**config.mk**
```make
export PLATFORM = sky130hd
export DESIGN_NAME = hazard_ctrl
export DESIGN_NICKNAME = d
export VERILOG_FILES = /design/src/rtl/hazard_ctrl_pkg.sv /design/src/rtl/hazard_ctrl_mdu_busy_ctr.sv /design/src/rtl/hazard_ctrl.sv
export SDC_FILE = /design/constraint.sdc
export NUM_CORES = 1
export LEC_CHECK = 0
export BUFFER_PORTS_ARGS = -buffer_cell sky130_fd_sc_hd__buf_2
export CAP_MARGIN = 20
export CORE_MARGIN = 2
export CORE_UTILIZATION = 23
export CTS_CLUSTER_DIAMETER = 30
export DETAILED_ROUTE_END_ITERATION = 10
export HOLD_SLACK_MARGIN = 0.1
export PLACE_DENSITY_LB_ADDON = 0.1
export SYNTH_ARGS = -nofsm -noshare
export SYNTH_HDL_FRONTEND = slang
export SYNTH_SLANG_ARGS = --single-unit
```
**constraint.sdc**
```tcl
create_clock -name clk -period 2.65 [get_ports clk]
set_input_delay 0.53 -clock clk [delete_from_list [all_inputs] [get_ports clk]]
set_output_delay 0.53 -clock clk [all_outputs]
set_load 0.02 [all_outputs]
```
**src/rtl/hazard_ctrl_pkg.sv**
```systemverilog
// hazard_ctrl_pkg
// Shared definitions for the pipeline hazard controller: MDU opcode
// encodings, MDU latencies, Tuse/Tnew field widths and the busy-counter
// width. No ports; imported by hazard_ctrl and mdu_busy_ctr.
package hazard_ctrl_pkg;

  localparam int REG_W    = 5;
  localparam int TUSE_W   = 2;
  localparam int TNEW_W   = 2;
  localparam int MDU_OP_W = 4;
  localparam int CNT_W    = 4;

  localparam int MULT_CYC = 5;
  localparam int DIV_CYC  = 10;

  // Any encoding not listed here is a non-starting MDU op.
  typedef enum logic [MDU_OP_W-1:0] {
    MDU_NONE  = 4'd0,
    MDU_MULT  = 4'd1,
    MDU_MULTU = 4'd2,
    MDU_DIV   = 4'd3,
    MDU_DIVU  = 4'd4
  } mdu_op_e;

  // Latency of an MDU op; zero means the op does not start the unit.
  function automatic logic [CNT_W-1:0] mdu_latency(input logic [MDU_OP_W-1:0] op);
    logic [CNT_W-1:0] lat;
    lat = '0;
    case (op)
      MDU_MULT, MDU_MULTU: lat = CNT_W'(MULT_CYC);
      MDU_DIV,  MDU_DIVU:  lat = CNT_W'(DIV_CYC);
      default:             lat = '0;
    endcase
    return lat;
  endfunction

endpackage

```
**src/rtl/hazard_ctrl_mdu_busy_ctr.sv**
```systemverilog
// mdu_busy_ctr
// Tracks how many cycles the multiply/divide unit still needs.
// Ports:
//   clk      in   rising-edge clock
//   reset    in   asynchronous reset, active low
//   start    in   an MDU op issues this edge (already qualified by the flush)
//   op       in   MDU opcode of the issuing instruction
//   busy     out  registered, equals (busy_cnt != 0)
//   busy_cnt out  registered cycles remaining
module mdu_busy_ctr
  import hazard_ctrl_pkg::*;
(
  input  logic                clk,
  input  logic                reset,
  input  logic                start,
  input  logic [MDU_OP_W-1:0] op,
  output logic                busy,
  output logic [CNT_W-1:0]    busy_cnt
);

  logic [CNT_W-1:0] lat;
  logic [CNT_W-1:0] cnt_next;

  // A valid start (re)loads the latency; otherwise count down and hold at 0.
  always_comb begin
    lat      = mdu_latency(op);
    cnt_next = busy_cnt;
    if (start && (lat != '0)) begin
      cnt_next = lat;
    end else if (busy_cnt != '0) begin
      cnt_next = busy_cnt - 1'b1;
    end
  end

  // busy is its own flop so it leaves the block registered, but it is
  // derived from the same next value so it always matches busy_cnt != 0.
  always_ff @(posedge clk or negedge reset) begin
    if (!reset) begin
      busy_cnt <= '0;
      busy     <= 1'b0;
    end else begin
      busy_cnt <= cnt_next;
      busy     <= (cnt_next != '0);
    end
  end

endmodule

```
**src/rtl/hazard_ctrl.sv**
```systemverilog
// hazard_ctrl
// Stall generation for a 5-stage pipeline: register read-after-write
// hazards via Tuse/Tnew, MDU occupancy, and eret-after-EPC-write.
// Ports:
//   clk, reset                       clock, async active-low reset
//   RsD/RtD, UseRsD/UseRtD           D-stage source registers and use flags
//   TuseRsD/TuseRtD                  cycles until D needs each operand
//   RegDstE/M, RegWriteE/M, TnewE/M  producers in E and M
//   StartE, MDUOpE, MDUUseD          MDU issue in E and MDU use in D
//   EretD, EPCWriteE/M               eret in D, EPC writers in E/M
//   Req                              exception flush, overrides all stalls
//   StallPC, StallFD, BubbleDE       combinational stall controls
//   Busy, BusyCnt                    registered MDU occupancy
module hazard_ctrl
  import hazard_ctrl_pkg::*;
(
  input  logic                clk,
  input  logic                reset,
  input  logic [REG_W-1:0]    RsD,
  input  logic [REG_W-1:0]    RtD,
  input  logic                UseRsD,
  input  logic                UseRtD,
  input  logic [TUSE_W-1:0]   TuseRsD,
  input  logic [TUSE_W-1:0]   TuseRtD,
  input  logic [REG_W-1:0]    RegDstE,
  input  logic [REG_W-1:0]    RegDstM,
  input  logic                RegWriteE,
  input  logic                RegWriteM,
  input  logic [TNEW_W-1:0]   TnewE,
  input  logic [TNEW_W-1:0]   TnewM,
  input  logic                StartE,
  input  logic [MDU_OP_W-1:0] MDUOpE,
  input  logic                MDUUseD,
  input  logic                EretD,
  input  logic                EPCWriteE,
  input  logic                EPCWriteM,
  input  logic                Req,
  output logic                StallPC,
  output logic                StallFD,
  output logic                BubbleDE,
  output logic                Busy,
  output logic [CNT_W-1:0]    BusyCnt
);

  logic rs_hazard;
  logic rt_hazard;
  logic mdu_hazard;
  logic eret_hazard;
  logic stall;
  logic stall_out;

  // A hazard exists when a later-stage producer writes our source register
  // but its result is not forwardable before we need it. $0 never stalls.
  always_comb begin
    rs_hazard = UseRsD && (RsD != '0) &&
                ((RegWriteE && (RegDstE == RsD) && (TuseRsD < TnewE)) ||
                 (RegWriteM && (RegDstM == RsD) && (TuseRsD < TnewM)));
    rt_hazard = UseRtD && (RtD != '0) &&
                ((RegWriteE && (RegDstE == RtD) && (TuseRtD < TnewE)) ||
                 (RegWriteM && (RegDstM == RtD) && (TuseRtD < TnewM)));
    mdu_hazard  = MDUUseD && (StartE || Busy);
    eret_hazard = EretD && (EPCWriteE || EPCWriteM);
    stall       = rs_hazard || rt_hazard || mdu_hazard || eret_hazard;
    // A flush wins over every hazard, and nothing stalls while in reset.
    stall_out   = stall && !Req && reset;
  end

  assign StallPC  = stall_out;
  assign StallFD  = stall_out;
  assign BubbleDE = stall_out;

  // A start that coincides with a flush belongs to a squashed instruction.
  mdu_busy_ctr u_mdu_busy_ctr (
    .clk      (clk),
    .reset    (reset),
    .start    (StartE && !Req),
    .op       (MDUOpE),
    .busy     (Busy),
    .busy_cnt (BusyCnt)
  );

endmodule
```
# ---- Yosys cells after proc, flatten, opt, wreduce, memory -nomap -nowiden
# Index checks and enable logic that the tools add are counted.
dict set report word_totals {
  regBits 5
  latch_bits 0
  mem_bits_rw 0
  mem_bits_ro 0
  output_inout_bits 8
  elab_cells 51
  n_memories 0
}
dict set report op_classes {
  addsub 1
  mul 0
  div 0
  order_cmp 4
  n_eq_ne 8
  shifts 0
  n_mux 3
  bitwise_logic 0
  reduce_logical 33
}
# cell count
set ops {}
lappend ops {{5-bit == test} 4}
lappend ops {{1-bit logical AND} 18}
lappend ops {{4-bit nonzero test} 3}
lappend ops {{5-bit nonzero test} 2}
lappend ops {{4-bit by 2-bit == test with 1-bit output, second input constant} 2}
lappend ops {{2-bit less-than comparator} 4}
lappend ops {{4-bit two-way mux} 2}
lappend ops {{4-bit one-hot mux with 2 select lines} 1}
lappend ops {{1-bit logical OR} 7}
lappend ops {{4-bit by 1-bit == test with 1-bit output, second input constant} 1}
lappend ops {{4-bit by 3-bit == test with 1-bit output, second input constant} 1}
lappend ops {{2-bit OR reduction} 2}
lappend ops {{4-bit by 1-bit subtractor with 4-bit output, second input constant} 1}
lappend ops {{1-bit logical NOT} 1}

# ---- Logic depth before layout (Yosys ltp)
# Gate-level depths: netlist of run 1.
dict set report logic_depth {
  depth_word 10
  depth_mapped 8
  ltp_nobuf 7
}

# ---- Modules after synthesis
# From an unflattened synthesis of run 1, not the netlist that was laid out.
dict set report hier_totals {
  cells_unflattened 93
  hier_area_um2 780.7
}
# module n_inst cells_each area_each_um2 seq_area_each_um2
set by_module_without_submodules {}
lappend by_module_without_submodules {hazard_ctrl 1 57 434.2 0.0}
lappend by_module_without_submodules {mdu_busy_ctr 1 36 346.6 125.1}

# ---- Worst setup path before layout of run 1
# OpenSTA, ideal clock, no wires.
dict set report synth_timing {
  path_kind {in2out}
  startpoint {in RsD[1]}
  endpoint {out StallFD}
  arrival_ns 1.789
  required_ns 2.120
  path_slack_ns 0.331
  cell_stages 5
  path_buffers 1
  cell_sequence {or4_4 -> o211ai_2 -> a21oi_1 -> a221o_1 -> buf_4}
}
dict set report synth_via {
  elab_chain_cells 10
  word_cells_on_any_way 15
}
# element line_no
set synth_lines {}
lappend synth_lines {{start: declaration} hazard_ctrl.sv:19} ;# input logic [REG_W-1:0] RsD,
lappend synth_lines {{5-bit == test (on tied branches)} {hazard_ctrl.sv:56, hazard_ctrl.sv:57}}
lappend synth_lines {{1-bit logical AND (on tied branches) (2 in series)} {hazard_ctrl.sv:56, hazard_ctrl.sv:57}}
lappend synth_lines {{1-bit logical OR} hazard_ctrl.sv:56} ;# ((RegWriteE && (RegDstE == RsD) && (TuseRsD < TnewE)) ||
lappend synth_lines {{1-bit logical AND *} hazard_ctrl.sv:55} ;# rs_hazard = UseRsD && (RsD != '0) &&
lappend synth_lines {{1-bit logical OR * (3 in series)} hazard_ctrl.sv:63} ;# stall = rs_hazard || rt_hazard || mdu_hazard || eret_hazard;
lappend synth_lines {{1-bit logical AND * (2 in series)} hazard_ctrl.sv:65} ;# stall_out = stall && !Req && reset;
lappend synth_lines {{end: declaration} hazard_ctrl.sv:39} ;# output logic StallFD,
# Every way passes the cells marked *; elsewhere a longest branch is shown, timed or not.

# ---- Final worst setup path of run 1
dict set report layout_timing {
  startpoint {in reset}
  endpoint {out StallFD}
}
dict set report layout_via {
  elab_chain_cells 1
}
# element line_no
set layout_lines {}
lappend layout_lines {{start: declaration} hazard_ctrl.sv:18} ;# input logic reset,
lappend layout_lines {{1-bit logical AND} hazard_ctrl.sv:65}
# No other way between the ends.

==> summary.md, run 1 <==
| Metric | Value |
|---|---|
| # DRC | 0 |
| Die footprint | 0.00361 mm² |
| Setup bufs post-CTS | 0 |
| IO Count | 52 |
| Final Max Slew Viols | 0 |
| WP data required | about 2.1 ns |
| Initial DRC Count | 21 |
| H-tree Lvls | 1 |
| Die width | approximately 60 µm |
| Max Cap Viol | 0 |
| Die Ht | 60.1 µm |
| Setup TNS | 0 ns |
| Number of CTS-inserted buffers | 3 |
| Max Clk Rate | 393 MHz |
| Row Count | 20 |
| P_leak | 0.000534 µW |
| N_diodes | 0 |
| Pwr per Cell Area | approximately 550 mW/mm² |
| Area leader, netlist | dfrtp_1 |
| Antenna-violating nets left | 0 |
| Rel. slew slack | 70.4% |
| Sequential area share after synthesis | 17.3% |
| Gate count after technology mapping | 89 |
| Fin nets | 195 |
| Post-DR wirelength/cell | ~11 µm |
| Critical Path Start Type | primary input |
| CTS tree | built |
| Critical path type | in -> out |
| Vias/cell | 4.36 |
| CP max FO | 4 |
| Status | finished, final reports clean |
| Layout cells sized above 1 | 40.0% |
| Core area | 0.00303 mm² |
| Synth area leaders | dfrtp_1 (17%), xor2_1 (16%), xnor2_1 (13%) |
| Setup Viol. Count Final | 0 |
| GR Overflow Total | 0 |
| Fin util | 35.7% |
| First-pass GRT wire length | 3460 µm |
| Mapped Nets | 138 |
| Final WL | between 2000 and 2500 µm |
| Vias in the first global route | 812 |
| Final hold vios | 0 |
| Final Skew | 0.00397 ns |
| RSZ-0062 raised after global routing | false |
| Detailed-route via count | between 800 and 900 |
| Area share of the largest cell type after synthesis | roughly 17% |
| Type of the worst min-delay path | in -> async |
| CP Data Arrival Time | between 2 and 2.5 ns |
| Ys Warns | 0 |
| Synth Flop Type | dfrtp_1 |
| Initial core utilization | a little under a quarter |
| Drt pass-1 iters | 2 |
| Initial antenna violation count | 0 |
| Mapped cell area | between 700 and 800 µm² |
| Synth cell types | 26 |
| Synth-to-Final Area Change | 49.3% |
| Clock tree root buffer cell | clkbuf_4 |
| Clock transition at the registers of the reported paths | 0.04 ns |
| Maximum VDD drop | 0.000378 V |
| Largest net degree at the start of global routing | 7 |
| Final Cycle Share | 96.0% |
| DPL Wire Length | 1830 µm |
| Clock Latency Late Sink | about 0.24 ns |
| CTS sink count | 5 |
| Post-synth EDFFs | 0 |
| I/O Buffers | 51 |
| Syn Area/Cell | 8.13 µm² |
| Worst Setup End Kind | primary output |
| Min Tclk post-route | 2.54 ns |
| Asr flop ratio synth | 100% |
| GRT Util Overall | 13.0% |
| Worst-Margin Slew | 0.432 ns |
| FF+latch count, synth | 5 |
| RePlAce Congestion | 0.744 |
| Max Root-Sink Buffers | 2 |
flip-flops by register name (all words and copies together) (netlist names):
| name | flops |
|---|---|
| u_mdu_busy_ctr.busy | 1 |
| u_mdu_busy_ctr.busy_cnt | 4 |
metrics by stage:
step	worst slack [ns]	hold WS, ns	power (µW)	instances	cell area, µm²
2_1_floorplan	0.331	0.234	386	89	723
3_3_place_gp	0.190	0.356	505	183	1030
3_5_place_dp	0.208	0.359	509	183	1030
6_report	0.107	0.629	596	189	1080
5_1_grt	0.0412	0.636	662	189	1080
4_1_cts	0.0329	0.613	604	189	1070
power breakdown:
group,switching [µW],leakage (µW),internal (µW)
Clock,31.4,0.0000150,56.9
Combinational,191,0.000462,162
Sequential,41.5,0.0000573,113
Total,264,0.000534,332
critical path: stages:
cell and delay [ns]:
dlygate4sd3_1 0.53, buf_2 0.15, nor2b_4 0.14, o311a_1 0.12, a221o_1 0.36, buf_2 0.17
layer usage:
metal / GRT usage (%) / routed length (µm) / up-vias
li1: - / - / 427
met1: 17.4 / 1000 / 367
met2: 20.7 / 913 / 30
met3: 3.68 / 124 / 0
met4: 2.86 / 0 / 0
met5: 0 / 0 / -
path summary, 6_finish.rpt:
check	startpoint	endpoint	slack (ns)	cells after the start
setup / recovery	reset	StallFD	0.11	6
hold / removal	reset	u_mdu_busy_ctr.busy_cnt[1]	0.63	2
setup reg to reg	u_mdu_busy_ctr.busy_cnt[0]	u_mdu_busy_ctr.busy	0.92	6
hold reg to reg	u_mdu_busy_ctr.busy_cnt[3]	u_mdu_busy_ctr.busy	0.65	2
max in group asynchronous	reset	u_mdu_busy_ctr.busy_cnt[2]	1.27	3
min in group clk	u_mdu_busy_ctr.busy_cnt[3]	u_mdu_busy_ctr.busy	0.65	2
synthesized netlist by cell type (all sizes together) (3+ instances only):
cell type  number
o21ai           7
nand2b          4
a21oi           4
ha              5
xnor2          11
nand4           3
nand2           5
or3             3
dfrtp           5
xor2           13
nor4            4
nor2            3
inv             6
area by class of cell:
cell class,count,area [µm²]
well taps,44,55.1
clock buffers,4,26.3
inverters,6,22.5
multi-input cells,76,568
repair buffers,54,283
flip-flops and latches,5,125
fillers,349,1950
timing repair:
action / in CTS / in global routing
gates resized for setup: 0 / 2
setup endpoints to repair: 0 / 3
endpoints found under the hold margin: 3 / 0
hold buffers: 2 / 0
cells by family after synthesis:
| logic type | share of synthesized area [%] |
|---|---|
| compound gates | 16.6 |
| simple gates | 21.8 |
| flops | 17.3 |
| fa+ha+maj | 8.65 |
| mux | 1.38 |
| buf+inv | 5.19 |
| xor+xnor | 29.1 |
cell usage in the layout, fill, tap and decap left out, types with 3 or more instances in the layout:
cell,Yosys,final
nor2_1,3,3
dfrtp_1,5,5
o21ai_0,7,7
nand2b_1,4,4
buf_2,0,51
a21oi_1,4,4
nor4_1,4,4
nand2_1,5,5
xnor2_1,11,11
inv_1,6,6
nand4_1,3,3
clkbuf_4,0,3
xor2_1,13,13
ha_1,5,5
or3_1,3,3
Note: power is estimated with default switching activity, not from simulation.
==> run 2, diff against run 1 <==
ABC_AREA = 1   (was unset)
CORE_UTILIZATION = 34   (was 23)
==> run 2 against run 1 <==
Against the previous run:
- final area up 16%
- non-clock buffer count down 2
- sequential share of layout area down 1.6 points
- clock power down 1%
- wire length up 14%
- global-route usage up 2.8 points
- die area down 11%
- first-iteration DRC count up 110%
- hold slack worse by 0.019 ns
- synthesized area up 30%
- utilization up 11 points
- critical path type unchanged
- highest routed layer is now met4
==> summary.md, run 2 <==
| Metric | Value |
|---|---|
| Status | finished, final reports clean |
| N_diodes | 0 |
| Hold Startpoint | u_mdu_busy_ctr.busy_cnt[3] |
| Min Tclk post-route | 2.23 ns |
| Critical path type | in -> out |
| # fillers | 322 |
| CP Data Arrival Time | 1.70 ns |
| CP top delay family | simple AND/OR/NAND/NOR gates |
| Sequential area share after synthesis | 13.3% |
| Place WS | 0.421 ns |
| Row Count | 19 |
| Worst Slack Setup Final | 0.425 ns |
| Gate count after technology mapping | 187 |
| Largest regs | u_mdu_busy_ctr.busy_cnt: 4 flops, u_mdu_busy_ctr.busy: 1 flops |
| CP max FO | 3 |
| CP Buf/Inv Count | 3 |
| RSZ-0062 raised after global routing | false |
| WP data required | 2.12 ns |
| CTS sink count | 5 |
| H-tree Lvls | 1 |
| Final Max Slew Viols | 0 |
| RePlAce Congestion | 0.787 |
| Synth cell types | 21 |
| GR Overflow Total | 0 |
| Ys Warns | 0 |
| Area leader, netlist | nand2_1 |
| Final hold vios | 0 |
| Area share of the largest cell type after synthesis | 29.2% |
| Largest net degree at the start of global routing | 7 |
| Max Cap Viol | 0 |
| Worst path most repeated cell | nand2_1 |
| RR Startpoint | u_mdu_busy_ctr.busy_cnt[0] |
| Post-synth EDFFs | 0 |
| Detailed-route via count | 1,169 |
| Largest Register | u_mdu_busy_ctr.busy_cnt |
| CTS tree | built |
| Number of flip-flops in the largest register | 4 |
| Fin nets | 291 |
| Maximum VDD drop | slightly above 0.0006 V |
| Total stage count of the critical path | 11 |
| First-pass GRT wire length | about 4100 µm |
| Final WL | between 2000 and 2500 µm |
| Clock transition at the registers of the reported paths | 0.04 ns |
| P_leak | approximately 0.00084 µW |
| Synth-to-Final Area Change | 33.6% |
| CP max stage delay | 0.27 ns |
| CP startpoint | TuseRsD[1] |
| Worst-Margin Slew | about 0.22 ns |
| Most frequent cells in the layout | nand2_1 (73), buf_2 (51), inv_1 (44) |
| FF+latch count, synth | 5 |
| Initial core utilization | roughly a third |
| Drt pass-1 iters | 4 |
| Die width | 56.5 µm |
| Max Clk Rate | 449 MHz |
| Setup TNS | 0 ns |
| Mapped cell area | roughly 940 µm² |
| Post-DR wirelength/cell | between 8 and 9 µm |
| Fin util | 46.7% |
| Max Root-Sink Buffers | 2 |
| Setup Viol. Count Final | 0 |
| Worst r2r path cells | 9 |
| Fin Hold WS | between 0.6 and 0.7 ns |
| Sw frac | 47.4% |
| Flop pwr share | 23.9% |
| Rel. slew slack | a little under nine tenths |
| Die Ht | roughly 57 µm |
| Core area | 0.00269 mm² |
| Syn Area/Cell | 5.02 µm² |
| Synth Flop Type | dfrtp_1 |
| Internal | 316 µW |
| Synth area leaders | nand2_1 (29%), inv_1 (18%), dfrtp_1 (13%) |
| Vias in the first global route | 1,056 |
| Number of CTS-inserted buffers | 3 |
| Clock network power share | 14.6% |
| Clock tree root buffer cell | clkbuf_4 |
| Slowest cell on crit path | ha_1 |
| Switching power | 284 µW |
| Final Skew | 0.00452 ns |
| Hold path depth | 2 |
| Clock Latency Late Sink | approximately 0.24 ns |
| Final Cycle Share | 84.0% |
| Pwr per Cell Area | 478 mW/mm² |
| Vias/cell | 4.30 |
| Top-count cell post-synth | nand2_1 |
| # DRC | 0 |
| Critical Path Start Type | primary input |
| Initial DRC Count | 45 |
| Layout cells sized above 1 | 23.7% |
| Initial antenna violation count | 0 |
| GRT Util Overall | 15.7% |
| Asr flop ratio synth | 100% |
| DPL Wire Length | just over 2000 µm |
| Comb power frac | between 60% and 70% |
| Commonest non-fill, non-tap cell in the layout | nand2_1 |
| Crit-path cells | buf_2 > ha_1 > a21boi_0 > nor2_1 > nand3_1 > nand2_1 > nand2_1 > nand3_1 > nand2_1 > inv_1 > buf_2 |
| I/O Buffers | 51 |
| Antenna-violating nets left | 0 |
| IO Count | between 50 and 60 |
| Die footprint | 0.00320 mm² |
| Post-synth top cells | nand2_1 (73), inv_1 (44), nor2_1 (25), nand3_1 (7), o21ai_0 (7) |
| Type of the worst min-delay path | reg -> reg |
| Mapped Nets | approximately 240 |
| Worst Setup End Kind | primary output |
run 2: changes by cell type after synthesis, moves of 3 or more:
cell      previous run  this run
nand2_1              5        73
or3_1                3         0
a21boi_0             0         3
nor2_1               3        25
nand3_1              2         7
nand2b_1             4         0
xnor2_1             11         0
nor4_1               4         0
inv_1                6        44
a21oi_1              4         1
xor2_1              13         2
run 2: cells by family after synthesis:
kind of cell | share of synthesized area, %
buffers and inverters | 19.2
adder cells (fa/ha/maj) | 6.67
AND/OR/NAND/NOR | 49.3
flip-flops | 13.3
AO/OA/AOI/OAI | 9.60
XOR/XNOR | 1.87
run 2: per-stage QoR:
stage / instances / power (µW) / cell area [µm²]
floorplan: 187 / 396 / 938
global placement: 267 / 519 / 1220
detailed placement: 267 / 515 / 1220
CTS: 272 / 608 / 1250
global route: 272 / 682 / 1250
finish: 272 / 600 / 1250
run 2: worst min-delay path: cells and delay by family, from the launching register on:
| kind | cells | cell delay (ns) |
|---|---|---|
| AO/OA/AOI/OAI | 1 | 0.11 |
| AND/OR/NAND/NOR | 1 | 0.09 |
| flip-flops | 1 | 0.37 |
run 2: timing repair:
item                                    4_1_cts  5_1_grt
hold buffers                                  1        0
hold endpoints to repair                      5        0
gates resized for setup                       0        0
setup buffers                                 0        0
endpoints found under the setup margin        0        0
run 2: final timing paths:
check	slack [ns]	to
setup reg to reg	1.25	u_mdu_busy_ctr.busy
hold reg to reg	0.61	u_mdu_busy_ctr.busy_cnt[3]
min in group asynchronous	0.63	u_mdu_busy_ctr.busy_cnt[0]
setup / recovery	0.42	BubbleDE
max in group asynchronous	1.88	u_mdu_busy_ctr.busy_cnt[1]
hold / removal	0.61	u_mdu_busy_ctr.busy_cnt[3]
run 2: area by class of cell:
type / instances / area [µm²] / share of cell area (%)
repair buffers: 52 / 265 / 21.2
multi-input cells: 136 / 633 / 50.5
clock buffers: 4 / 26.3 / 2.10
flip-flops and latches: 5 / 125 / 9.98
well taps: 31 / 38.8 / 3.09
inverters: 44 / 165 / 13.2
run 2: per-layer routing:
metal / wire length, µm / global-route usage [%] / part of all wire [%] / vias up
li1: - / - / - / 667
met1: 1080 / 19.2 / 46 / 465
met2: 1090 / 28.4 / 47 / 35
met3: 131 / 1.84 / 5.6 / 2
met4: 22 / 5.10 / 0.94 / 0
met5: 0 / 0 / 0 / -
run 2: power groups by stage:
stage	logic, µW	registers (µW)	clock network, µW
floorplan	213	184	0
detailed placement	371	144	0
global placement	373	146	0
finish	369	144	87.3
global route	432	148	102
CTS	374	143	90.9
==> run 3, diff against run 2 <==
clock period = 2 ns   (was 2.65 ns; I/O delays follow)
==> run 3 against run 2 <==
Against the previous run:
- via count increased by 2.3%
- final area increased by 8.9%
- critical endpoint unchanged
- critical path type unchanged
- combinational power increased by 40%
- sequential cell count unchanged
- largest cell class unchanged
- critical path depth increased by 1
==> summary.md, run 3 (synthesized netlist as in run 2, its figures left out) <==
| Metric | Value |
|---|---|
| Critical path type | in -> out |
| Commonest non-fill, non-tap cell in the layout | nand2_1 |
| Core area | approximately 0.0027 mm² |
| Maximum VDD drop | 0.000843 V |
| Number of flip-flops in the largest register | 4 |
| Initial antenna violation count | 0 |
| Die footprint | 0.00320 mm² |
| Final Skew | 0.00513 ns |
| Initial DRC Count | 39 |
| Final hold vios | 0 |
| Final Cycle Share | 96.3% |
| Max Root-Sink Buffers | 2 |
| I/O Buffers | 51 |
| Type of the worst min-delay path | in -> async |
| Design Area, Final | 0.00137 mm² |
| Largest Register | u_mdu_busy_ctr.busy_cnt |
| # fillers | 310 |
| GR Overflow Total | 0 |
| Clock tree root buffer cell | clkbuf_4 |
| Crit-path cells | buf_6 > inv_4 > ha_4 > a21boi_2 > nor2_1 > nand3_1 > nand2_1 > nand2_1 > nand3_1 > nand2_1 > inv_2 > buf_6 |
| Worst Setup End Kind | primary output |
| Slowest cell on crit path | ha_4 |
| FF/Latch Area | 125 µm² |
| Row Count | 19 |
| Clock Latency Late Sink | approximately 0.24 ns |
| Detailed-route via count | 1,196 |
| Worst Slack Setup Final | 0.0732 ns |
| Clock transition at the registers of the reported paths | 0.04 ns |
| Status | finished, final reports clean |
| Largest net degree at the start of global routing | 7 |
| Vias in the first global route | about 1,100 |
| Final Max Slew Viols | 0 |
| CTS tree | built |
| Antenna-violating nets left | 0 |
| Power Total | approximately 820 µW |
| Layout cells sized above 1 | between 30 and 40% |
| Setup Viol. Count Final | 0 |
| Critical Path Start Type | primary input |
| Die Ht | 56.5 µm |
| Die width | 56.5 µm |
| GRT Util Overall | between 15 and 20% |
| IO Count | 52 |
| Number of CTS-inserted buffers | 3 |
| # DRC | 0 |
| Drt pass-1 iters | 4 |
| Worst path most repeated cell | nand2_1 |
| CTS sink count | 5 |
| CP max FO | 3 |
| N_diodes | 0 |
| CP Data Arrival Time | 1.53 ns |
| Max Clk Rate | 519 MHz |
| Place WS | 0.0315 ns |
| Worst-Margin Slew | 0.218 ns |
| Synth-to-Final Area Change | 45.5% |
| Vias/cell | 4.40 |
| Largest regs | u_mdu_busy_ctr.busy_cnt: 4 flops, u_mdu_busy_ctr.busy: 1 flops |
| Min Tclk post-route | 1.93 ns |
| P_leak | approximately 0.00085 µW |
| Max Cap Viol | 0 |
| Fin util | 50.8% |
| Final WL | 2520 µm |
| Post-DR wirelength/cell | 9.26 µm |
| Pwr per Cell Area | 604 mW/mm² |
| Fin cells | around 270 |
| Rel. slew slack | 85.4% |
| H-tree Lvls | 1 |
| DP Area | about 0.0012 mm² |
| RePlAce Congestion | 0.787 |
| First-pass GRT wire length | approximately 4100 µm |
| CP max stage delay | roughly 0.19 ns |
| Fin nets | between 200 and 300 |
| Most frequent cells in the layout | nand2_1 (70), buf_2 (44), inv_1 (38) |
| WP data required | between 1.5 and 2 ns |
| Multi-input gate area in the final layout | 699 µm² |
| Placed cell count | 267 |
| Initial core utilization | 34.9% |
| DPL Wire Length | between 2000 and 2500 µm |
-- run 3: area by class of cell --
class                           count  area share (%)
Timing Repair Buffer               52            22.4
Multi-Input combinational cell    136            51.2
Inverter                           44            12.5
Clock buffer                        4            1.92
Tap cell                           31            2.84
Sequential cell                     5            9.17
-- run 3: layer usage --
metal	global-route usage (%)	routed length (µm)	vias up
li1	-	-	667
met2	28.4	1220	37
met4	5.10	24	0
met3	1.84	145	2
met1	19.2	1120	490
met5	0	0	-
-- run 3: repair_timing --
item / 4_1_cts / 5_1_grt
resized for setup: 0 / 35
endpoints found under the setup margin: 0 / 3
hold buffers: 1 / 0
buffers inserted: 0 / 0
hold endpoints to repair: 5 / 0
-- run 3: where the power goes --
group / internal [µW] / leakage (µW) / switching, µW
clock: 75.4 / 0.0000150 / 41.3
sequential: 150 / 0.0000569 / 40.6
combinational: 210 / 0.000781 / 308
-- run 3: path summary, 6_finish.rpt --
path,startpoint,end,slack (ns),cells after the start
min in group clk,StartE,u_mdu_busy_ctr.busy_cnt[1],0.52,3
worst max register to register,u_mdu_busy_ctr.busy_cnt[0],u_mdu_busy_ctr.busy,0.60,9
worst max-delay path,TnewM[1],BubbleDE,0.07,12
max in group asynchronous,reset,u_mdu_busy_ctr.busy_cnt[1],1.36,2
worst min register to register,u_mdu_busy_ctr.busy_cnt[3],u_mdu_busy_ctr.busy_cnt[3],0.61,2
worst min-delay path,reset,u_mdu_busy_ctr.busy_cnt[0],0.50,2
-- run 3: per-stage QoR --
stage	hold slack (ns)	setup TNS (ns)
2_1_floorplan	0.104	0
3_3_place_gp	0.224	0
3_5_place_dp	0.224	0
4_1_cts	0.496	0
5_1_grt	0.503	-0.115
6_report	0.502	0
-- run 3: critical path: cells and delay by family --
family,cells,cell delay [ns]
AOI/OAI and AO/OA,1,0.14
adders and majority gates,1,0.19
buffers and inverters,4,0.36
and+or+nand+nor,6,0.43
